## config.mk

```make
export PLATFORM = sky130hd
export DESIGN_NAME = uart_tx_fifo_drain
export DESIGN_NICKNAME = d
export VERILOG_FILES = /design/src/rtl/uart_tx_fifo_drain.sv
export SDC_FILE = /design/constraint.sdc
export NUM_CORES = 1
export LEC_CHECK = 0
export CAP_MARGIN = 30
export CORE_ASPECT_RATIO = 0.7
export CORE_MARGIN = 2
export CORE_UTILIZATION = 40
export CTS_BUF_LIST = sky130_fd_sc_hd__clkbuf_4
export CTS_CLUSTER_DIAMETER = 200
export DETAILED_ROUTE_END_ITERATION = 10
export DONT_BUFFER_PORTS = 1
export HOLD_SLACK_MARGIN = 0.02
export SETUP_SLACK_MARGIN = 0.05
export SLEW_MARGIN = 20
export SYNTH_ARGS = -nofsm -noshare
export SYNTH_HDL_FRONTEND = slang
export SYNTH_SLANG_ARGS = --single-unit
```

## constraint.sdc

```tcl
create_clock -name clk -period 2.8 [get_ports clk]
set_input_delay 0.42 -clock clk [delete_from_list [all_inputs] [get_ports clk]]
set_output_delay 0.42 -clock clk [all_outputs]
set_load 0.03 [all_outputs]
```

## src/rtl/uart_tx_fifo_drain.sv

```systemverilog
// rtl/uart_tx_fifo_drain.sv - pops bytes from the TX FIFO and sends them as 8N1 UART frames
// Includes a 16x-oversampling baud tick generator driven by a software divisor.
module uart_tx_fifo_drain #(
  parameter int DBIT       = 8,
  parameter int SB_TICK    = 16,
  parameter int DVSR_WIDTH = 11
) (
  input  logic                  clk,
  input  logic                  reset,
  input  logic [DVSR_WIDTH-1:0] dvsr,
  input  logic                  fifo_empty,
  input  logic [DBIT-1:0]       fifo_r_data,
  output logic                  fifo_rd,
  output logic                  tx,
  output logic                  tx_busy
);

  localparam int SW = $clog2(SB_TICK);
  localparam int NW = (DBIT > 1) ? $clog2(DBIT) : 1;
  localparam logic [SW-1:0] S_LAST  = SW'(15);
  localparam logic [SW-1:0] SB_LAST = SW'(SB_TICK - 1);
  localparam logic [NW-1:0] N_LAST  = NW'(DBIT - 1);

  typedef enum logic [1:0] {IDLE, START, DATA, STOP} state_t;

  state_t                state, state_next;
  logic [DVSR_WIDTH-1:0] count;
  logic                  tick;
  logic [SW-1:0]         s, s_next;
  logic [NW-1:0]         n, n_next;
  logic [DBIT-1:0]       shift, shift_next;
  logic                  tx_next;

  // Free-running: a divisor change applies from the current count, no restart.
  assign tick = (count >= dvsr);

  always_ff @(posedge clk or posedge reset) begin
    if (reset)
      count <= '0;
    else if (tick)
      count <= '0;
    else
      count <= count + 1'b1;
  end

  always_ff @(posedge clk or posedge reset) begin
    if (reset) begin
      state   <= IDLE;
      s       <= '0;
      n       <= '0;
      shift   <= '0;
      tx      <= 1'b1;
      tx_busy <= 1'b0;
    end else begin
      state   <= state_next;
      s       <= s_next;
      n       <= n_next;
      shift   <= shift_next;
      tx      <= tx_next;
      tx_busy <= (state_next != IDLE);
    end
  end

  always_comb begin
    state_next = state;
    s_next     = s;
    n_next     = n;
    shift_next = shift;
    fifo_rd    = 1'b0;
    case (state)
      IDLE: begin
        // Held low during reset so a queued byte is not popped and lost.
        if (!fifo_empty && !reset) begin
          fifo_rd    = 1'b1;
          shift_next = fifo_r_data;
          s_next     = '0;
          n_next     = '0;
          state_next = START;
        end
      end
      START: begin
        if (tick) begin
          if (s == S_LAST) begin
            s_next     = '0;
            state_next = DATA;
          end else begin
            s_next = s + 1'b1;
          end
        end
      end
      DATA: begin
        if (tick) begin
          if (s == S_LAST) begin
            s_next     = '0;
            shift_next = shift >> 1;
            if (n == N_LAST)
              state_next = STOP;
            else
              n_next = n + 1'b1;
          end else begin
            s_next = s + 1'b1;
          end
        end
      end
      STOP: begin
        if (tick) begin
          if (s == SB_LAST) begin
            s_next     = '0;
            state_next = IDLE;
          end else begin
            s_next = s + 1'b1;
          end
        end
      end
      default: state_next = IDLE;
    endcase
  end

  // tx follows the next state so it changes on the same edge as the state.
  always_comb begin
    tx_next = 1'b1;
    case (state_next)
      IDLE:    tx_next = 1'b1;
      START:   tx_next = 1'b0;
      DATA:    tx_next = shift_next[0];
      STOP:    tx_next = 1'b1;
      default: tx_next = 1'b1;
    endcase
  end

endmodule

```

==> flow_metrics.env, run 1 <==
export IMPL_status="finished clean"
export IMPL_drt_initial_drc_count=58
export IMPL_timing_rr_start="count[2]"
export IMPL_hold_viol=0
export IMPL_ys_top_cells_by_count="dfrtp_1 (29), nand2_1 (23), nor2_1 (19)"
export IMPL_maxCapViolations=0
export IMPL_crit_type="reg2reg"
export IMPL_grt_util_all_layers_pct=14.5
export IMPL_regArea_um2=752
export IMPL_clockBufferDepth=2
export IMPL_synth_flop_cell="dfrtp_1"
export IMPL_drv_slew=0
export IMPL_peakVddDrop_mv=0.292
export IMPL_portBuffers=0
export IMPL_fill_cells=431
export IMPL_dpl_cell_count=246
export IMPL_viasPerCell=5.14
export IMPL_syn_num_nets=232
export IMPL_synth_top_family_by_area="compound AO/OA/AOI/OAI gates"
export IMPL_min_path_cells=2
export IMPL_grt_pass1_wl_um=5810
export IMPL_yosys_area_share_simple_pct=16.9
export IMPL_path_clk_slew_ns=0.11
export IMPL_final_cells=259
export IMPL_r2r_end="tx"
export IMPL_antenna_cells=0
export IMPL_synth_most_common_cell="dfrtp_1"
export IMPL_power_density_mw_per_mm2=684
export IMPL_synth_avg_cell_area_um2=9.62
export IMPL_synth_mux_area_share_pct=2.17
export IMPL_min_to="shift[7]"
export IMPL_dp_slack_ns=0.175
export IMPL_fp_row_count=20
export IMPL_cp_max_fo=5
export IMPL_tightest_slew_ns=0.605
export IMPL_die_y_um=60.9
export IMPL_min_from="fifo_r_data[7]"
export IMPL_ios=25
export IMPL_ant_nets=0
export IMPL_synth_edff_count=0
export IMPL_drtPass1Iterations=5
export IMPL_initial_utilization_pct=42.2
export IMPL_post_synth_xor_area_fraction_pct=5.22
export IMPL_fmax_mhz=395
export IMPL_yosysWarnings=0
export IMPL_antenna_found_initial=0
export IMPL_min_period_ns=2.53
export IMPL_routed_wl_um=3420
export IMPL_synth_cells=192
export IMPL_grt_pass1_vias=1235
export IMPL_synthArstFlopShare_pct=100
export IMPL_setup_slack_ns=0.268
export IMPL_yosysUniqueCellTypes=41
export IMPL_total_power_mw=1.38
export IMPL_finalSetupViolCount=0
export IMPL_ctsHtreeMaxLevel=2
export IMPL_clkLatencyLatePin_ns=0.33
export IMPL_hpwl_um=2550
export IMPL_synthAdderAreaFrac_pct=12.2
export IMPL_cts_root_buf="clkbuf_4"
export IMPL_leakage_nw=0.954
export IMPL_vias=1331
export IMPL_hold_class="in2reg"
export IMPL_dieArea_mm2=0.00519
export IMPL_multi_input_area_mm2=0.00101
export IMPL_end_kind="flop"
export IMPL_cp_required_ns=3.04
export IMPL_cts_tree="yes"
export IMPL_die_x_um=85.2
export IMPL_drive_above_1_share_pct=16.7
export IMPL_ys_ff_latch=30
export IMPL_period_share_pct=90.4
export IMPL_synth_top_area_share_pct=39.3
export IMPL_cp_start_kind="flop"
export IMPL_r2r_slack_ns=0.27
export IMPL_tns_ns=0
export IMPL_yosys_area_top_type="dfrtp_1"
export IMPL_synth_area_leaders="dfrtp_1 (39%), ha_1 (12%), nand2_1 (4.7%), nor2_1 (3.9%), xor2_1 (3.8%)"
export IMPL_numCtsBuffers=5
export IMPL_ys_seq_area_share_pct=40.7
export IMPL_rsz0062_at_grt="no"
export IMPL_slew_limit_headroom_pct=59.6
export IMPL_ff2ff_path_depth=10
export IMPL_fin_nets=243
export IMPL_grt_max_degree=30
export IMPL_skew_ns=0.0118
export IMPL_arrival_ns=2.77
export IMPL_gr_total_overflow=0
export IMPL_area_delta_synth_final_pct=9.28
export IMPL_cts_sinks=30
export IMPL_synth_compound_area_share_pct=17.5
export IMPL_netlist_area_mm2=0.00185
export IMPL_drc=0
export IMPL_wl_per_cell_um=13.2
export IMPL_fp_coreArea_mm2=0.00438
export IMPL_place_gp_congestion=0.732
critical path, stage by stage, from the launching register on:
cell and delay, ns:
dfrtp_1 0.44, ha_1 0.33, a21oi_1 0.13, o21ai_1 0.11
a31oi_4 0.23, a21oi_4 0.09, buf_4 0.15, a311o_2 0.38
ha_1 0.23, nand2b_1 0.16, o32ai_2 0.20
cell usage in the layout, fill, tap and decap left out, types with 3 or more instances in the layout:
cell type  synthesis  layout
xor2_1             8       8
nor2_1            19      19
and3_1             3       3
nand2_1           23      23
ha_1              18      18
nor2b_1            3       3
a21oi_1            7       7
clkbuf_4           0       5
o21ai_1            4       4
xnor2_1            3       3
o21ai_0            6       6
dfrtp_1           29      29
a22oi_1            4       4
mux2i_1            4       4
o21ai_2            4       4
buf_4              0       8
inv_1             18      18
nand3_1            8       8
layout make-up:
type | instances | share of cell area, %
Sequential cell | 30 | 37.3
Inverter | 18 | 3.35
Tap cell | 55 | 3.41
Clock inverter | 3 | 0.806
Timing Repair Buffer | 9 | 3.47
Clock buffer | 5 | 1.86
Multi-Input combinational cell | 139 | 49.8
flip-flops by register name, summed over array words and instances (netlist names):
| register | count |
|---|---|
| tx_busy | 1 |
| shift | 8 |
| s | 4 |
| n | 3 |
| state | 2 |
| count | 11 |
| tx | 1 |
timing repair:
| action | in CTS | in global routing |
|---|---|---|
| endpoints found under the hold margin | 1 | 0 |
| setup endpoints to repair | 0 | 1 |
| setup buffers | 0 | 4 |
| resized for setup | 0 | 1 |
| hold buffers | 1 | 0 |
power breakdown:
group / switching, mW / internal, mW
Clock: 0.161 / 0.0932
Sequential: 0.120 / 0.548
Combinational: 0.244 / 0.214
Total: 0.526 / 0.855
logic make-up (layout without fill, tap and decap cells):
| group | Yosys count | in the layout |
|---|---|---|
| simple gates | 67 | 67 |
| mux | 4 | 4 |
| compound gates | 39 | 39 |
| buf+inv | 23 | 35 |
| fa+ha+maj | 18 | 18 |
| xor+xnor | 11 | 11 |
| flops | 30 | 30 |
routing by layer:
| metal | wire (µm) | vias to the layer above | global-route usage (%) | part of all wire (%) |
|---|---|---|---|---|
| met5 | 0 | - | 0 | 0 |
| met4 | 23 | 0 | 3.40 | 0.67 |
| met3 | 184 | 5 | 5.99 | 5.4 |
| met2 | 1530 | 17 | 21.7 | 45 |
| met1 | 1690 | 629 | 19.8 | 49 |
| li1 | - | 680 | - | - |
through the flow:
stage          utilization (%)  area (µm²)  hold slack (ns)
2_1_floorplan                -        1850            0.470
3_3_place_gp              43.8        1920            0.161
3_5_place_dp              43.8        1920            0.161
4_1_cts                   45.2        1980            0.196
5_1_grt                   46.1        2020            0.191
6_report                  46.1        2020            0.206
worst max-delay path by stage:
stage               startpoint  to  slack, ns  depth (start not counted)
global placement      dvsr[10]  tx       0.28                         11
floorplan             dvsr[10]  tx       0.39                         11
finish                count[2]  tx       0.27                         10
detailed placement     dvsr[2]  tx       0.17                         11
CTS                   count[2]  tx       0.14                         10
global route          count[2]  tx       0.11                         10
(Power assumes the default switching activity.)
==> run 2: changes to the inputs <==
Settings changed: CELL_PAD_IN_SITES_DETAIL_PLACEMENT from default to 2, CELL_PAD_IN_SITES_GLOBAL_PLACEMENT from default to 2, CORE_ASPECT_RATIO 0.7 to 1.25, PLACE_DENSITY_LB_ADDON from default to 0.1.
==> flow_metrics.env, run 2 (same netlist as run 1, synthesis figures left out) <==
export IMPL_r2r_slack_ns=0.21
export IMPL_final_cells=258
export IMPL_finalSetupViolCount=0
export IMPL_drv_slew=0
export IMPL_hold_viol=0
export IMPL_dpl_cell_count=250
export IMPL_ff2ff_path_depth=10
export IMPL_die_x_um=64.8
export IMPL_hold_class="in2async"
export IMPL_tns_ns=0
export IMPL_clkLatencyLatePin_ns=0.33
export IMPL_holdWs_ns=0.0346
export IMPL_arrival_ns=2.83
export IMPL_crit_type="reg2reg"
export IMPL_vias=1398
export IMPL_grt_max_degree=17
export IMPL_timing_rr_start="count[10]"
export IMPL_fp_coreArea_mm2=0.00443
export IMPL_multi_input_area_mm2=0.00101
export IMPL_cts_root_buf="clkbuf_4"
export IMPL_layout_commonest_cell="dfrtp_1"
export IMPL_clockBufferDepth=2
export IMPL_power_density_mw_per_mm2=739
export IMPL_area_delta_synth_final_pct=9.28
export IMPL_place_gp_congestion=0.794
export IMPL_grt_pass1_vias=1581
export IMPL_fin_util_pct=45.6
export IMPL_gr_total_overflow=0
export IMPL_drt_initial_drc_count=17
export IMPL_drc=0
export IMPL_grt_util_all_layers_pct=18.8
export IMPL_cts_sinks=30
export IMPL_routed_wl_um=4100
export IMPL_die_y_um=80.0
export IMPL_r2r_end="tx"
export IMPL_drtPass1Iterations=2
export IMPL_cp_start_kind="flop"
export IMPL_viasPerCell=5.42
export IMPL_post_cts_setup_buffer_count=0
export IMPL_ant_nets=0
export IMPL_cts_tree="yes"
export IMPL_cp_max_fo=6
export IMPL_end_kind="flop"
export IMPL_path_clk_slew_ns=0.09
export IMPL_layout_common_cells="dfrtp_1 (29), nand2_1 (23), nor2_1 (19), inv_1 (18), ha_1 (18)"
export IMPL_leakage_nw=0.950
export IMPL_maxCapViolations=0
export IMPL_ctsHtreeMaxLevel=2
export IMPL_status="finished clean"
export IMPL_regMostFlops="count"
export IMPL_fill_cells=481
export IMPL_regArea_um2=752
export IMPL_period_share_pct=92.6
export IMPL_largest_reg_flops=11
export IMPL_skew_ns=0.0122
export IMPL_tightest_slew_ns=0.600
export IMPL_wl_per_cell_um=15.9
export IMPL_dieArea_mm2=0.00518
export IMPL_fp_row_count=27
export IMPL_antenna_found_initial=0
export IMPL_peakVddDrop_mv=0.499
export IMPL_antenna_cells=0
export IMPL_fin_nets=239
export IMPL_initial_utilization_pct=41.7
export IMPL_hpwl_um=3410
export IMPL_fmax_mhz=386
export IMPL_slew_limit_headroom_pct=60.0
export IMPL_ios=25
export IMPL_min_period_ns=2.59
export IMPL_drive_above_1_share_pct=16.0
export IMPL_grt_pass1_wl_um=7460
export IMPL_postCtsHoldBufs=0
export IMPL_portBuffers=0
export IMPL_numCtsBuffers=5
export IMPL_rsz0062_at_grt="no"
export IMPL_top_regs="count (11), shift (8), s (4)"
export IMPL_cp_required_ns=3.04
## run 2: stage by stage
stage	power, mW	setup slack [ns]	area [µm²]
after global routing	1.63	0.0873	2020
after CTS	1.52	0.0905	2010
after global placement	1.11	0.251	1930
after floorplan	1.02	0.385	1850
after detailed placement	1.16	0.104	1930
final	1.49	0.207	2020
## run 2: per-layer routing
metal	part of all wire (%)	vias up	GRT usage (%)
li1	-	672	-
met3	2.9	6	4.09
met4	1.6	0	7.02
met5	0	-	0
met2	56	23	35.4
met1	39	697	20.1
## run 2: final cells by class
class                           instances  area share [%]
Tap cell                               58            3.60
Multi-Input combinational cell        139            50.0
Clock inverter                          2            1.67
Inverter                               18            3.35
Sequential cell                        30            37.3
Clock buffer                            6            2.23
Timing Repair Buffer                    5            1.86
## run 2: power by group
part           switching (mW)  internal (mW)
clock network           0.148          0.195
registers               0.121          0.548
logic                   0.265          0.214
## run 2: timing repair
| action | 4_1_cts | 5_1_grt |
|---|---|---|
| setup endpoints to repair | 0 | 1 |
| gates resized for setup | 0 | 3 |
| hold endpoints to repair | 0 | 0 |
## run 2: how the worst max path moves through the flow
stage / from / end / slack (ns) / cells after the start
floorplan: dvsr[10] / tx / 0.39 / 11
global placement: dvsr[6] / tx / 0.25 / 11
detailed placement: dvsr[10] / tx / 0.10 / 11
CTS: count[2] / tx / 0.09 / 10
global route: count[10] / tx / 0.09 / 10
finish: count[10] / tx / 0.21 / 10
## run 2: worst max-delay path: stages (launching register included)
cell and delay, ns:
dfrtp_1 0.41, ha_1 0.36, nand2_2 0.11, nor2_4 0.17, nand2_2 0.14, a21oi_4 0.24
nor2_1 0.08, a311o_2 0.38, ha_1 0.24, nand2b_1 0.16, o32ai_2 0.22
==> run 3: changes to the inputs <==
Settings changed: CORE_ASPECT_RATIO 1.25 to 0.5, REMOVE_ABC_BUFFERS from default to 1, SKIP_LAST_GASP from default to 1.
==> flow_metrics.env, run 3 (same netlist as run 1, synthesis figures left out) <==
export IMPL_place_gp_congestion=0.831
export IMPL_top_regs="count (11), shift (8), s (4)"
export IMPL_drc=0
export IMPL_grt_pass1_wl_um=7270
export IMPL_swShare_pct=37.1
export IMPL_hold_class="in2reg"
export IMPL_portBuffers=0
export IMPL_crit_type="reg2reg"
export IMPL_min_period_ns=2.55
export IMPL_p_seq_share_pct=44.1
export IMPL_hold_viol=0
export IMPL_arrival_ns=2.83
export IMPL_fp_row_count=17
export IMPL_clkPwrFrac_pct=23.3
export IMPL_grt_util_all_layers_pct=18.8
export IMPL_ios=25
export IMPL_grt_pass1_vias=1513
export IMPL_r2r_end="tx"
export IMPL_fmax_mhz=392
export IMPL_power_density_mw_per_mm2=747
export IMPL_tns_ns=0
export IMPL_cts_root_buf="clkbuf_4"
export IMPL_dp_slack_ns=0.143
export IMPL_end_kind="flop"
export IMPL_switchingPower_uw=561
export IMPL_post_cts_setup_buffer_count=0
export IMPL_ff2ff_path_depth=10
export IMPL_status="finished clean"
export IMPL_internal_power_uw=954
export IMPL_holdWs_ns=0.193
export IMPL_drive_above_1_share_pct=16.3
export IMPL_fin_nets=241
export IMPL_dpl_cell_count=250
export IMPL_die_x_um=100
export IMPL_drtPass1Iterations=6
export IMPL_final_cells=259
export IMPL_gr_total_overflow=0
export IMPL_dieArea_mm2=0.00521
export IMPL_slew_limit_headroom_pct=60.0
export IMPL_cp_required_ns=3.08
export IMPL_worstSetupStartpoint="count[2]"
export IMPL_period_share_pct=91.1
export IMPL_path_clk_slew_ns=0.11
export IMPL_ant_nets=0
export IMPL_total_power_mw=1.52
export IMPL_largest_reg_flops=11
export IMPL_layout_commonest_cell="dfrtp_1"
export IMPL_tightest_slew_ns=0.599
export IMPL_grt_max_degree=17
export IMPL_die_y_um=52.0
export IMPL_final_area_mm2=0.00203
export IMPL_maxCapViolations=0
export IMPL_area_delta_synth_final_pct=9.89
export IMPL_routed_wl_um=4310
export IMPL_fin_util_pct=45.9
export IMPL_timing_rr_start="count[2]"
export IMPL_place_area_mm2=0.00193
export IMPL_vias=1395
export IMPL_min_from="fifo_r_data[7]"
export IMPL_power_frac_comb_pct=32.6
export IMPL_cts_tree="yes"
export IMPL_cp_start_kind="flop"
export IMPL_cp_max_fo=6
export IMPL_ctsHtreeMaxLevel=2
export IMPL_wl_per_cell_um=16.6
export IMPL_fp_coreArea_mm2=0.00442
export IMPL_drv_slew=0
export IMPL_antenna_cells=0
export IMPL_fill_cells=476
export IMPL_leakage_nw=0.960
export IMPL_clkLatencyLatePin_ns=0.35
export IMPL_antenna_found_initial=0
export IMPL_rsz0062_at_grt="no"
export IMPL_cts_sinks=30
export IMPL_drt_initial_drc_count=24
export IMPL_finalSetupViolCount=0
export IMPL_min_to="shift[7]"
export IMPL_layout_common_cells="dfrtp_1 (29), nand2_1 (23), nor2_1 (19), inv_1 (18), ha_1 (18)"
export IMPL_viasPerCell=5.39
export IMPL_peakVddDrop_mv=0.373
export IMPL_numCtsBuffers=5
export IMPL_r2r_slack_ns=0.25
export IMPL_setup_slack_ns=0.250
export IMPL_hpwl_um=3330
export IMPL_clockBufferDepth=2
export IMPL_skew_ns=0.0125
export IMPL_regMostFlops="count"
export IMPL_initial_utilization_pct=41.7
export IMPL_min_path_cells=2
## run 3: cell types whose count changed in the layout (fill, tap and decap cells not counted), sizes merged
cell / before / now
buf: 5 / 6
clkbuf: 6 / 5
clkinv: 1 / 2
dlygate4sd3: 0 / 1
## run 3: cell type report
type                       count  area [µm²]  area share [%]
tap                           57        71.3            3.51
clock inverter                 3        40.0            1.97
timing repair buffer           7        55.1            2.71
clock buffer                   5        37.5            1.85
multi-input combinational    139        1010            49.6
sequential                    30         752            37.1
inverter                      18        67.6            3.33
## run 3: critical path: stages (launching register included)
cell,delay [ns]
dfrtp_1,0.47
ha_1,0.33
nand2_1,0.05
o21ai_1,0.20
a31oi_4,0.19
a21oi_4,0.23
nor2_1,0.08
a311o_2,0.37
ha_1,0.22
nand2b_1,0.16
o32ai_2,0.19
## run 3: layer usage
| metal | up-vias | part of all wire (%) | wire length (µm) | GRT usage (%) |
|---|---|---|---|---|
| met5 | - | 0 | 0 | 0 |
| met4 | 0 | 1.5 | 63 | 6.16 |
| met3 | 8 | 3.6 | 155 | 5.11 |
| met2 | 23 | 49 | 2090 | 32.5 |
| met1 | 692 | 46 | 2000 | 23.2 |
| li1 | 672 | - | - | - |
## run 3: worst max path at each step
stage,endpoint,slack (ns),cells past startpoint
2_1_floorplan,tx,0.38,11
4_1_cts,tx,0.17,10
5_1_grt,tx,0.08,10
3_5_place_dp,tx,0.14,11
6_report,tx,0.25,10
3_3_place_gp,tx,0.27,11
## run 3: power groups by stage
stage	Combinational (mW)	Clock, mW	Sequential [mW]
2_1_floorplan	0.362	0	0.650
3_3_place_gp	0.455	0	0.668
3_5_place_dp	0.497	0	0.676
4_1_cts	0.509	0.361	0.670
5_1_grt	0.579	0.381	0.688
6_report	0.494	0.353	0.668
## run 3: what timing repair did
item                                    in CTS  in global routing
endpoints found under the setup margin       0                  1
hold endpoints to repair                     1                  0
hold buffers                                 1                  0
resized for setup                            0                  1
